<file path="src/rtl/hfu_pkg.sv">
// Shared constants and helpers for the hazard/forwarding unit.
// Optional build macro: HFU_STALL_CNT_EN (adds the stall_cycles counter to the top).
package hfu_pkg;

    localparam int HFU_RA_W_DEF  = 5;
    localparam int HFU_N_FWD_DEF = 2;
    localparam int HFU_LAT_W_DEF = 3;

    // Forward select value meaning "take the operand from the register file".
    localparam int FWD_SEL_RF = 0;

    // Source i (0 = youngest) is encoded as n-i so the youngest gets the largest code.
    function automatic int fwd_enc(input int i, input int n);
        return n - i;
    endfunction

endpackage

</file>
<file path="src/rtl/hfu_scoreboard.sv">
// Per-register busy countdown for multi-cycle results, with the two ID-stage busy lookups.
// Update priority per edge: reset/flush clear, then issue load, then decrement.
module hfu_scoreboard
    import hfu_pkg::*;
#(
    parameter int RA_W  = HFU_RA_W_DEF,
    parameter int LAT_W = HFU_LAT_W_DEF
) (
    input  logic             i_clk,
    input  logic             i_rst,
    input  logic             i_flush,
    input  logic             i_issue,
    input  logic [RA_W-1:0]  i_issue_rd,
    input  logic [LAT_W-1:0] i_issue_lat,
    input  logic [RA_W-1:0]  i_rs1,
    input  logic [RA_W-1:0]  i_rs2,
    output logic             o_busy1,
    output logic             o_busy2
);

    localparam int NREGS = 2 ** RA_W;

    logic [LAT_W-1:0] r_cnt [NREGS];
    logic             w_mark;

    // x0 is never marked and single-cycle ops (latency 0) leave the entry alone.
    assign w_mark = i_issue && (i_issue_rd != '0) && (i_issue_lat != '0);

    always_ff @(posedge i_clk) begin
        for (int r = 0; r < NREGS; r++) begin
            if (i_rst || i_flush) begin
                r_cnt[r] <= '0;
            end else if (w_mark && (i_issue_rd == RA_W'(r))) begin
                r_cnt[r] <= i_issue_lat;
            end else if (r_cnt[r] != '0) begin
                r_cnt[r] <= r_cnt[r] - 1'b1;
            end
        end
    end

    assign o_busy1 = (r_cnt[i_rs1] != '0);
    assign o_busy2 = (r_cnt[i_rs2] != '0);

endmodule

</file>
<file path="src/rtl/hazard_fwd_unit.sv">
// N-source operand forwarding plus load-use and scoreboard stall generation.
// Optional build macro: HFU_STALL_CNT_EN adds a saturating stall_cycles counter port.
module hazard_fwd_unit
    import hfu_pkg::*;
#(
    parameter int RA_W  = HFU_RA_W_DEF,
    parameter int N_FWD = HFU_N_FWD_DEF,
    parameter int LAT_W = HFU_LAT_W_DEF,
    parameter int SEL_W = $clog2(N_FWD + 1)
) (
    input  logic                  clk,
    input  logic                  rst,
    input  logic [N_FWD-1:0]      fwd_wen,
    input  logic [N_FWD*RA_W-1:0] fwd_rd,
    input  logic [RA_W-1:0]       ex_rs1,
    input  logic [RA_W-1:0]       ex_rs2,
    output logic [SEL_W-1:0]      forwardA,
    output logic [SEL_W-1:0]      forwardB,
    input  logic [RA_W-1:0]       id_rs1,
    input  logic [RA_W-1:0]       id_rs2,
    input  logic                  id_use1,
    input  logic                  id_use2,
    input  logic                  ex_is_load,
    input  logic                  ex_wen,
    input  logic [RA_W-1:0]       ex_rd,
    input  logic                  issue,
    input  logic [RA_W-1:0]       issue_rd,
    input  logic [LAT_W-1:0]      issue_lat,
    input  logic                  flush,
    output logic                  stall
`ifdef HFU_STALL_CNT_EN
    ,
    output logic [31:0]           stall_cycles
`endif
);

    logic [SEL_W-1:0] w_fwd_a;
    logic [SEL_W-1:0] w_fwd_b;
    logic             w_busy1;
    logic             w_busy2;
    logic             w_load_use;
    logic             w_sb_hazard;

    // Walk oldest to youngest so the youngest matching source is written last and wins.
    always_comb begin
        w_fwd_a = SEL_W'(FWD_SEL_RF);
        w_fwd_b = SEL_W'(FWD_SEL_RF);
        for (int i = N_FWD - 1; i >= 0; i--) begin
            if (fwd_wen[i] && (fwd_rd[i*RA_W +: RA_W] != '0)) begin
                if (fwd_rd[i*RA_W +: RA_W] == ex_rs1) begin
                    w_fwd_a = SEL_W'(fwd_enc(i, N_FWD));
                end
                if (fwd_rd[i*RA_W +: RA_W] == ex_rs2) begin
                    w_fwd_b = SEL_W'(fwd_enc(i, N_FWD));
                end
            end
        end
    end

    assign forwardA = rst ? SEL_W'(FWD_SEL_RF) : w_fwd_a;
    assign forwardB = rst ? SEL_W'(FWD_SEL_RF) : w_fwd_b;

    // The bubble pushes the load out of EX, so this clears itself after one cycle.
    assign w_load_use = ex_is_load && ex_wen && (ex_rd != '0) &&
                        ((id_use1 && (id_rs1 == ex_rd)) || (id_use2 && (id_rs2 == ex_rd)));

    hfu_scoreboard #(
        .RA_W  (RA_W),
        .LAT_W (LAT_W)
    ) u_scoreboard (
        .i_clk       (clk),
        .i_rst       (rst),
        .i_flush     (flush),
        .i_issue     (issue),
        .i_issue_rd  (issue_rd),
        .i_issue_lat (issue_lat),
        .i_rs1       (id_rs1),
        .i_rs2       (id_rs2),
        .o_busy1     (w_busy1),
        .o_busy2     (w_busy2)
    );

    assign w_sb_hazard = (id_use1 && (id_rs1 != '0) && w_busy1) ||
                         (id_use2 && (id_rs2 != '0) && w_busy2);

    // Handshake: stall=1 means the ID instruction may not advance; control keeps issue low
    // while stall is high, but an issue seen under stall is still recorded in the scoreboard.
    assign stall = !rst && (w_load_use || w_sb_hazard);

`ifdef HFU_STALL_CNT_EN
    logic [31:0] r_stall_cycles;

    always_ff @(posedge clk) begin
        if (rst) begin
            r_stall_cycles <= '0;
        end else if (stall && (r_stall_cycles != 32'hFFFF_FFFF)) begin
            r_stall_cycles <= r_stall_cycles + 32'd1;
        end
    end

    assign stall_cycles = r_stall_cycles;
`endif

endmodule
</file>
<file path="config.mk">
export PLATFORM = sky130hd
export DESIGN_NAME = hazard_fwd_unit
export DESIGN_NICKNAME = d
export VERILOG_FILES = /design/src/rtl/hfu_pkg.sv /design/src/rtl/hfu_scoreboard.sv /design/src/rtl/hazard_fwd_unit.sv
export SDC_FILE = /design/constraint.sdc
export NUM_CORES = 1
export LEC_CHECK = 0
export CORE_MARGIN = 4
export CORE_UTILIZATION = 40
export DETAILED_ROUTE_END_ITERATION = 10
export PLACE_DENSITY = 0.59
export REMOVE_ABC_BUFFERS = 1
export SLEW_MARGIN = 15
export SYNTH_ARGS = -nofsm -noshare
export SYNTH_HDL_FRONTEND = slang
export SYNTH_SLANG_ARGS = --single-unit
</file>
<file path="constraint.sdc">
create_clock -name clk -period 2 [get_ports clk]
set_clock_uncertainty 0.2 [all_clocks]
set_input_delay 0.2 -clock clk [delete_from_list [all_inputs] [get_ports clk]]
set_output_delay 0.2 -clock clk [all_outputs]
set_load 0.03 [all_outputs]
</file>
# ---- Word-level counts from Yosys, hierarchy flattened
# Memory sizes are Yosys's and may differ from the RTL's.
# Cells that the tools add are included.
dict set report word_totals {
  ff_bits 0
  latchBits 0
  mem_bits_rw 96
  mem_bits_ro 0
  output_inout_bits 5
  word_cells 527
  mem_count 1
}
dict set report classes {
  add_sub_neg 32
  n_mul 0
  n_div 0
  magnitude_cmp 0
  n_eq_ne 37
  n_shift 0
  n_mux 300
  bitwise_logic 64
  reduce_logical 93
}
# name depth width read_ports rd_clocked_by_memory_dff wr line
set mem_list {}
lappend mem_list {u_scoreboard.r_cnt 32 3 34 0 32 hfu_scoreboard.sv:23} ;# logic [LAT_W-1:0] r_cnt [NREGS];
# operator n
set ops {}
lappend ops {{$mux W1} 230}
lappend ops {{$mux W3} 64}
lappend ops {{$reduce_bool A3 Y1} 35}
lappend ops {{$sub A3 B1 Y3 const B} 32}
lappend ops {{$eq A5 B5 Y1 const B} 16}
lappend ops {{$or A1 B1 Y1} 64}
lappend ops {{$logic_and A1 B1 Y1} 46}
lappend ops {{$eq A5 B4 Y1 const B} 8}
lappend ops {{$eq A5 B5 Y1} 6}
lappend ops {{$reduce_bool A5 Y1} 6}
lappend ops {{$eq A5 B3 Y1 const B} 4}
lappend ops {{$mux W2} 6}
lappend ops {{$eq A5 B2 Y1 const B} 2}
lappend ops {{$eq A5 B1 Y1 const B} 1}
lappend ops {{$logic_not A5 Y1} 1}
lappend ops {{$logic_or A1 B1 Y1} 4}
lappend ops {{$logic_not A1 Y1} 1}

# ---- Logic depth before layout (Yosys ltp)
# Gate-level depths: netlist (run 1).
dict set report logic_depth {
  word_depth 9
  depth_mapped 9
  depth_no_buf 6
}

# ---- By module
# From an unflattened synthesis (run 1), not the netlist that was laid out.
dict set report unflattened {
  hier_cells 843
  area_unflattened_um2 7571.0
}
# module instances cells_each area_each_um2
set by_module_without_submodules {}
lappend by_module_without_submodules {hfu_scoreboard 1 783 7108.1}
lappend by_module_without_submodules {hazard_fwd_unit 1 60 462.9}

# ---- Worst setup path after synthesis (run 1)
# OpenSTA, ideal clock, no wires.
dict set report synth_timing {
  path_kind {in2out}
  startpoint {input port fwd_rd[1]}
  endpoint {output port forwardA[0]}
  arrival_time_ps 2115
  required_time_ps 1600
  path_slack_ps -515
  path_stages 4
  path_buffers 0
  path_cell_list {or4_1 > o21ai_0 > nor3_1 > nor4_1}
}
dict set report synth_between {
  elab_chain_len 4
}
# element line
set synth_rtl {}
lappend synth_rtl {{from (decl)} hazard_fwd_unit.sv:14} ;# input logic [N_FWD*RA_W-1:0] fwd_rd,
lappend synth_rtl {{$eq A5 B5 Y1 / $reduce_bool A5 Y1 (equally long branches)} {hazard_fwd_unit.sv:50, hazard_fwd_unit.sv:49}}
lappend synth_rtl {{$mux W2 / $logic_and A1 B1 Y1 (equally long branches)} {hazard_fwd_unit.sv:50, hazard_fwd_unit.sv:49}}
lappend synth_rtl {{$mux W2 *} hazard_fwd_unit.sv:49} ;# if (fwd_wen[i] && (fwd_rd[i*RA_W +: RA_W] != '0)) begin
lappend synth_rtl {{$mux W2 *} hazard_fwd_unit.sv:60} ;# assign forwardA = rst ? SEL_W'(FWD_SEL_RF) : w_fwd_a;
lappend synth_rtl {{to (decl)} hazard_fwd_unit.sv:17} ;# output logic [SEL_W-1:0] forwardA,
# Mark *: on every way between the ends. The rest lies on a longest branch, timed or not.

# ---- Final worst setup path (run 1)
dict set report layout_timing {
  startpoint {input port id_rs2[0]}
  endpoint {output port stall}
}
dict set report layout_between {
  elab_chain_len 6
}
# element line
set layout_rtl {}
lappend layout_rtl {{from (decl)} hazard_fwd_unit.sv:20} ;# input logic [RA_W-1:0] id_rs2,
lappend layout_rtl {{$mem_v2 Z32 W3 (tied with other cells)} n/a}
lappend layout_rtl {{$reduce_bool A3 Y1 (tied with other cells)} hfu_scoreboard.sv:42} ;# assign o_busy2 = (r_cnt[i_rs2] != '0);
lappend layout_rtl {{$logic_and A1 B1 Y1 / $logic_or A1 B1 Y1 (equally long branches)} {hazard_fwd_unit.sv:84, hazard_fwd_unit.sv:65}}
lappend layout_rtl {{$logic_or A1 B1 Y1 / $logic_and A1 B1 Y1 (equally long branches)} {hazard_fwd_unit.sv:83, hazard_fwd_unit.sv:64}}
lappend layout_rtl {{$logic_or A1 B1 Y1 *} hazard_fwd_unit.sv:88} ;# assign stall = !rst && (w_load_use || w_sb_hazard);
lappend layout_rtl {{$logic_and A1 B1 Y1 *} hazard_fwd_unit.sv:88}
lappend layout_rtl {{to (decl)} hazard_fwd_unit.sv:30} ;# output logic stall
# Marks and branches as above.

==> metrics.md, run 1 <==
| Metric | Value |
|---|---|
| Status | `finished with violations` |
| Violated checks | `setup timing` |
| Worst-path cell with the longest stage delay | `clkdlybuf4s50_1` |
| Share of cells above drive strength 1 | `27.3%` |
| Setup TNS | `-0.638 ns` |
| Crit-path max FO | `9` |
| Tightest Pin Transition | `0.447 ns` |
| Dpl cells | `1295` |
| Netlist Area Pre-Place | `7440 µm²` |
| Drt total wl | `22300 µm` |
| Die ar. | `20800 µm²` |
| Synth Warn # | `0` |
| Tmin final | `2.63 ns` |
| Clock slew at reported path FFs | `0.07 ns` |
| # diodes | `0` |
| Slack of the critical path | `-0.634 ns` |
| Via/cell ratio | `5.37` |
| Overflow after GRT | `0` |
| Initial core utilization | `41.0%` |
| Tot GR Track Use | `21.9%` |
| Worst Path Required | `1.60 ns` |
| FF/Latch Area | `2880 µm²` |
| Max-cap viol count | `0` |
| Core area | `18100 µm²` |
| Height of the die | `144 µm` |
| Largest regs | `u_scoreboard.r_cnt: 96 flops` |
| Endpoints failing setup | `2` |
| CTS max path bufs | `2` |
| CTS tree | `done` |
| Main synth FF type | `edfxtp_1` |
| RSZ-0062 raised after global routing | `true` |
| Die W | `144 µm` |
| # port buffers | `57` |
| Cell taking the most area after synthesis | `edfxtp_1` |
| EDFF count, synth | `96` |
| # DRC | `0` |
| Hold_buf cts | `0` |
| Hold Violations, Final | `0` |
| Crit path buf inv count | `4` |
| Area growth from synthesis to layout | `37.4%` |
| Vias | `7056` |
| First DRT Iteration DRCs | `503` |
| Largest net degree at the start of global routing | `51` |
| Top Family by Delay on Critical Path | `buffers and inverters` |
| Crit path kind | `in2out` |
| Top-count cell post-synth | `inv_1` |
| Area occupied by multi-input gates | `4300 µm²` |
| CP Capture Type | `primary output` |
| Slew margin rel. | `69.4%` |
| Peak VDD IR | `471 µV` |
| Most instantiated cells after synthesis | `inv_1, a21oi_1, edfxtp_1, nor2_1, nand2_1` |
| Asr flop ratio synth | `0%` |
| Startpoint type of the worst setup path | `primary input` |
| CP cell instances | `clkdlybuf4s50_1 -> buf_4 -> inv_1 -> a2111oi_1 -> nor3_1 -> o21ai_1 -> nand4_1 -> o221ai_4 -> buf_12` |
| Crit path DAT | `2.23 ns` |
| Final Wtd Congestion | `0.918` |
| Syn avg cell area | `8.57 µm²` |
| Top post-synthesis cells by area | `edfxtp_1, ha_1, a21oi_1` |
| Worst skew pair latency | `0.35 ns` |
| Max reg flops | `96` |
| Clk sinks | `96` |
| Clock root buffer | `clkbuf_16` |
| #FFs+latches synth | `96` |
| CTS Buf Count | `9` |
| Final cell count without fillers | `1313` |
| Drt wl/cell | `17.0 µm` |
| CTS H-tree lvls | `3` |
| PwrDens | `1100 nW/µm²` |
| Tcrit/Tclk final | `132%` |
| # rows | `49` |
| IO Count | `58` |
| Max incr delay on CP | `0.51 ns` |
| HPWL Detailed | `16400 µm` |
| Largest reg by FF count | `u_scoreboard.r_cnt` |
| Post-route ant nets | `0` |
| First-pass GRT wire length | `35700 µm` |
| Fillers | `1654` |
| Synth top area share | `38.7%` |
| P_leak | `4.13 nW` |
| Gate Count Post-Synth | `868` |
| Unique cell type count in the Yosys netlist | `44` |
| Initial antenna violation count | `0` |
| Sequential area share after synthesis | `38.7%` |
| Vias in the first global route | `7073` |
| Max-slew violation count | `0` |
| HP Class | `in2reg` |
| Fin nets | `1197` |
| Maximum clock frequency | `380 MHz` |
| Pre-antenna DRT Iters | `5` |
-- area by class of cell --
class | count | share of cell area [%]
inverters | 101 | 3.71
clock inverters | 6 | 0.367
well taps | 229 | 2.80
flip-flops and latches | 96 | 28.2
repair buffers | 252 | 20.7
clock buffers | 9 | 2.20
multi-input cells | 620 | 42.0
-- layer usage --
metal | track usage [%] | up-vias | share of wire, %
li1 | - | 3541 | -
met1 | 28.3 | 3296 | 45
met2 | 38.3 | 188 | 48
met3 | 3.31 | 31 | 5.0
met4 | 5.84 | 0 | 2.0
met5 | 0 | - | 0
-- repair_timing --
action                                  4_1_cts  5_1_grt
gates cloned                                  1        0
setup buffers                                 4        1
resized for setup                           141       37
endpoints found under the setup margin      169       46
pin swaps                                    23       12
-- kinds of logic (layout without fill, tap and decap cells) --
group           Yosys count  count (layout)  synth area share [%]
simple gates            348             348                  23.2
mux                      12              12                  2.12
xor+xnor                 30              30                  3.53
flops                    96              96                  38.7
fa+ha+maj                64              64                  10.8
compound gates          166             166                  13.4
buf+inv                 152             368                  8.24
-- metrics by stage --
stage               hold WS [ns]  util (%)  instance area, µm²  total power, mW  setup WS, ns
CTS                        0.268      55.5               10100             11.2        -0.604
detailed placement         0.411      52.7                9570             9.37        -0.853
global route               0.313      56.3               10200             12.4        -0.744
global placement           0.407      52.7                9570             9.28        -0.872
finish                     0.271      56.3               10200             11.3        -0.634
floorplan                  0.221         -                7210             7.06        -0.515
-- layout by cell type, fill, tap and decap left out, types with 6 or more instances in the layout --
cell type        count
ha_1                64
xnor2_1             12
inv_1              101
o21ai_0              6
a21oi_1             96
nor4_1              15
clkbuf_16            9
nor3_2               7
nor3_1              55
buf_2                7
buf_6               11
or3_1               45
clkdlybuf4s50_1     22
nand3_1             20
xor2_1              18
o211ai_1            21
dlygate4sd2_1       10
nor4_2               9
buf_4              184
mux2i_1              9
buf_12               6
nor2_1              70
nand2_1             71
edfxtp_1            96
nor2_2              11
-- report_power, final --
| part | total (mW) | leakage [nW] | switching (mW) | internal, mW |
|---|---|---|---|---|
| Sequential | 3.64 | 1.10 | 0.494 | 3.15 |
| Clock | 1.61 | 0.125 | 0.781 | 0.830 |
| Combinational | 6.04 | 2.90 | 2.97 | 3.07 |
| Total | 11.3 | 4.13 | 4.24 | 7.05 |
-- path summary, 6_finish.rpt --
| check | start | end | slack (ns) | cells past startpoint |
|---|---|---|---|---|
| max | id_rs2[0] | stall | -0.63 | 9 |
| min | issue_lat[1] | u_scoreboard.r_cnt[28][1] | 0.27 | 4 |
| max reg2reg | u_scoreboard.r_cnt[14][0] | u_scoreboard.r_cnt[14][2] | 0.08 | 6 |
| min reg2reg | u_scoreboard.r_cnt[0][0] | u_scoreboard.r_cnt[0][0] | 0.42 | 1 |
-- worst reg2reg max path: cells and delay by family (launching register included) --
family          cells  cell delay (ns)
flops               1             0.41
fa+ha+maj           2             0.46
simple gates        1             0.36
buf+inv             2             0.17
compound gates      1             0.16
Note: power is estimated with default switching activity, not from simulation.
==> run 2: changes to the inputs <==
==> constraint.sdc (replaced) <==
create_clock -name clk -period 2 [get_ports clk]
set_clock_uncertainty 0.2 [all_clocks]
set_input_delay 0.5 -clock clk [delete_from_list [all_inputs] [get_ports clk]]
set_output_delay 0.5 -clock clk [all_outputs]
set_load 0.03 [all_outputs]
==> run 2 against run 1 <==
  * The flow still finishes with violations (setup timing)
  * Clock-buffer cell count grew 2
  * Utilization grew 2.6 points
  * Wire length rose by 4.8%
  * Power rose by 4.6%
  * Global-route usage rose by 0.49 points
  * Critical path depth unchanged
  * Flip-flop and latch count stayed put
  * Sequential power increased by 2%
  * Die area stayed put
  * Final cell count increased by 1.9%
  * Highest routed layer unchanged
==> metrics.md, run 2 (synthesis results as in run 1) <==
| Metric | Value |
|---|---|
| Most frequent cells in the layout | `buf_4, inv_1, edfxtp_1, a21oi_1, nand2_1` |
| Sw power | `4.43 mW (+4.4%)` |
| Max-slew violation count | `0 (unchanged)` |
| Drt total wl | `23400 µm (+4.8%)` |
| Core area | `18100 µm² (unchanged)` |
| Tightest Pin Transition | `0.464 ns (+0.0175 ns)` |
| Vias | `7278 (+3.1%)` |
| Drt wl/cell | `17.5 µm (+2.9%)` |
| P_leak | `4.32 nW (+4.6%)` |
| HP Class | `reg2reg` |
| Clock share of power | `14.8% (+0.5 points)` |
| Slew margin rel. | `69.0% (-0.40 points)` |
| Post-route ant nets | `0 (unchanged)` |
| Clock root buffer | `clkbuf_16` |
| Pre-antenna DRT Iters | `5 (unchanged)` |
| Die ar. | `20800 µm² (unchanged)` |
| Endpoints failing setup | `5 (+3)` |
| Die W | `144 µm (unchanged)` |
| Overflow after GRT | `0 (unchanged)` |
| Most common cell after layout, fill and taps aside | `buf_4` |
| Tot GR Track Use | `22.4% (+0.49 points)` |
| Peak VDD IR | `530 µV (+13%)` |
| Height of the die | `144 µm (unchanged)` |
| CTS H-tree lvls | `3 (unchanged)` |
| Fillers | `1622 (-1.9%)` |
| IO Count | `58 (unchanged)` |
| Clock slew at reported path FFs | `0.07 ns (about the same)` |
| Final Wtd Congestion | `0.918 (unchanged)` |
| Violated checks | `setup timing` |
| Initial core utilization | `41.0% (unchanged)` |
| Switching Share | `37.5% (-0.071 points)` |
| Combinational power share | `53.7% (+0.2 points)` |
| PwrDens | `1110 nW/µm² (about the same)` |
| Sequential share of power | `31.5% (-0.8 points)` |
| Vias in the first global route | `7185 (+1.6%)` |
| First-pass GRT wire length | `36700 µm (+2.7%)` |
| Crit path kind | `in2out` |
| HPWL Detailed | `16700 µm (+1.6%)` |
| # rows | `49 (unchanged)` |
| Worst skew pair latency | `0.35 ns (about the same)` |
| WHS | `0.430 ns (+0.159 ns)` |
| Hold Violations, Final | `0 (unchanged)` |
| Area growth from synthesis to layout | `43.7%` |
| Fin nets | `1221 (+2.0%)` |
| Share of cells above drive strength 1 | `33.8% (+6.5 points)` |
| Int Pwr | `7.38 mW (+4.8%)` |
| Hold_buf cts | `0 (unchanged)` |
| Tmin final | `2.89 ns (+0.260 ns)` |
| Crit path DAT | `2.19 ns (-0.04 ns)` |
| Max-cap viol count | `0 (unchanged)` |
| # diodes | `0 (unchanged)` |
| Largest reg by FF count | `u_scoreboard.r_cnt` |
| # DRC | `0 (unchanged)` |
| Worst r2r src | `u_scoreboard.r_cnt[9][0]` |
| Worst Path Required | `1.30 ns (-0.30 ns)` |
| CP Capture Type | `primary output` |
| Tcrit/Tclk final | `145% (+13 points)` |
| Slack of the critical path | `-0.894 ns (-0.260 ns)` |
| CTS max path bufs | `2 (unchanged)` |
| Status | `finished with violations` |
| Post-DP Area | `9670 µm² (+1.1%)` |
| Design area | `10700 µm² (+4.6%)` |
| Hold Startpoint | `u_scoreboard.r_cnt[0][0]` |
| Initial antenna violation count | `0 (unchanged)` |
| Crit-path max FO | `9 (unchanged)` |
| Startpoint type of the worst setup path | `primary input` |
| First DRT Iteration DRCs | `565 (+12%)` |
| Maximum clock frequency | `346 MHz (-9.0%)` |
| # port buffers | `57 (unchanged)` |
| Clk sinks | `96 (unchanged)` |
| RSZ-0062 raised after global routing | `true` |
| Largest net degree at the start of global routing | `42 (-18%)` |
| Max reg flops | `96 (unchanged)` |
| Via/cell ratio | `5.44 (+1.2%)` |
| Largest regs | `u_scoreboard.r_cnt: 96 flops` |
| CTS tree | `done` |
| Crit path from | `id_rs2[0]` |
| CTS Buf Count | `9 (unchanged)` |
[run 2: cell types whose count changed in the layout (fill, tap and decap cells not counted), moves of 4 or more]
cell and delta:
a21oi_1 -7, buf_2 +11, nor2_1 -13, buf_4 +16
nor4_4 +4, a21oi_2 +7, clkdlybuf4s50_1 -16, nor4_1 -6
nor2_4 +5, nor2_2 +8, buf_6 +13
[run 2: final timing paths]
path,end,slack [ns],depth (start not counted)
max,stall,-0.89,9
max reg2reg,u_scoreboard.r_cnt[9][2],0.07,6
min,u_scoreboard.r_cnt[0][0],0.43,1
min reg2reg,u_scoreboard.r_cnt[0][0],0.43,1
[run 2: metal layers]
metal | track usage (%) | share of wire [%] | up-vias
met1 | 29.4 | 43 | 3418
met2 | 38.5 | 49 | 234
met5 | 0 | 0 | -
li1 | - | - | 3593
met4 | 5.89 | 2.0 | 0
met3 | 3.64 | 5.8 | 33
[run 2: worst max-delay path, stage by stage]
cell and delay (ns):
dlygate4sd2_1 0.23, buf_4 0.22, inv_2 0.09, a21oi_2 0.18, o311ai_0 0.16, o2111ai_1 0.14, nand4_1 0.22, o221ai_4 0.30
buf_12 0.16
[run 2: timing repair]
| action | CTS | global route |
|---|---|---|
| buffers inserted | 7 | 6 |
| cloned | 4 | 0 |
| endpoints found under the hold margin | 0 | 0 |
| pin swaps | 33 | 24 |
| gates resized for setup | 265 | 63 |
| endpoints found under the setup margin | 191 | 80 |
[run 2: cell type report]
type                       count  area, µm²  area share [%]
inverter                     101        379            3.55
timing repair buffer         276       2290            21.4
tap                          229        287            2.68
clock buffer                  11        233            2.18
multi-input combinational    620       4560            42.7
clock inverter                 5       57.6           0.538
sequential                    96       2880            27.0
[run 2: power groups by stage]
stage | clock network (mW) | logic (mW) | registers, mW
global placement | 0 | 5.79 | 3.67
floorplan | 0 | 3.52 | 3.53
detailed placement | 0 | 5.87 | 3.65
global route | 1.87 | 7.13 | 3.82
CTS | 1.78 | 6.14 | 3.68
finish | 1.75 | 6.35 | 3.72
[run 2: through the flow]
step / total power, mW / TNS (ns) / utilization [%] / setup slack (ns) / instances
2_1_floorplan: 7.06 / -37.51 / - / -1.12 / 817
3_3_place_gp: 9.46 / -161.00 / 53.3 / -1.43 / 1309
3_5_place_dp: 9.52 / -164.38 / 53.3 / -1.47 / 1309
4_1_cts: 11.6 / -2.63 / 57.4 / -0.870 / 1334
5_1_grt: 12.8 / -4.00 / 58.9 / -0.967 / 1338
6_report: 11.8 / -2.88 / 58.9 / -0.894 / 1338
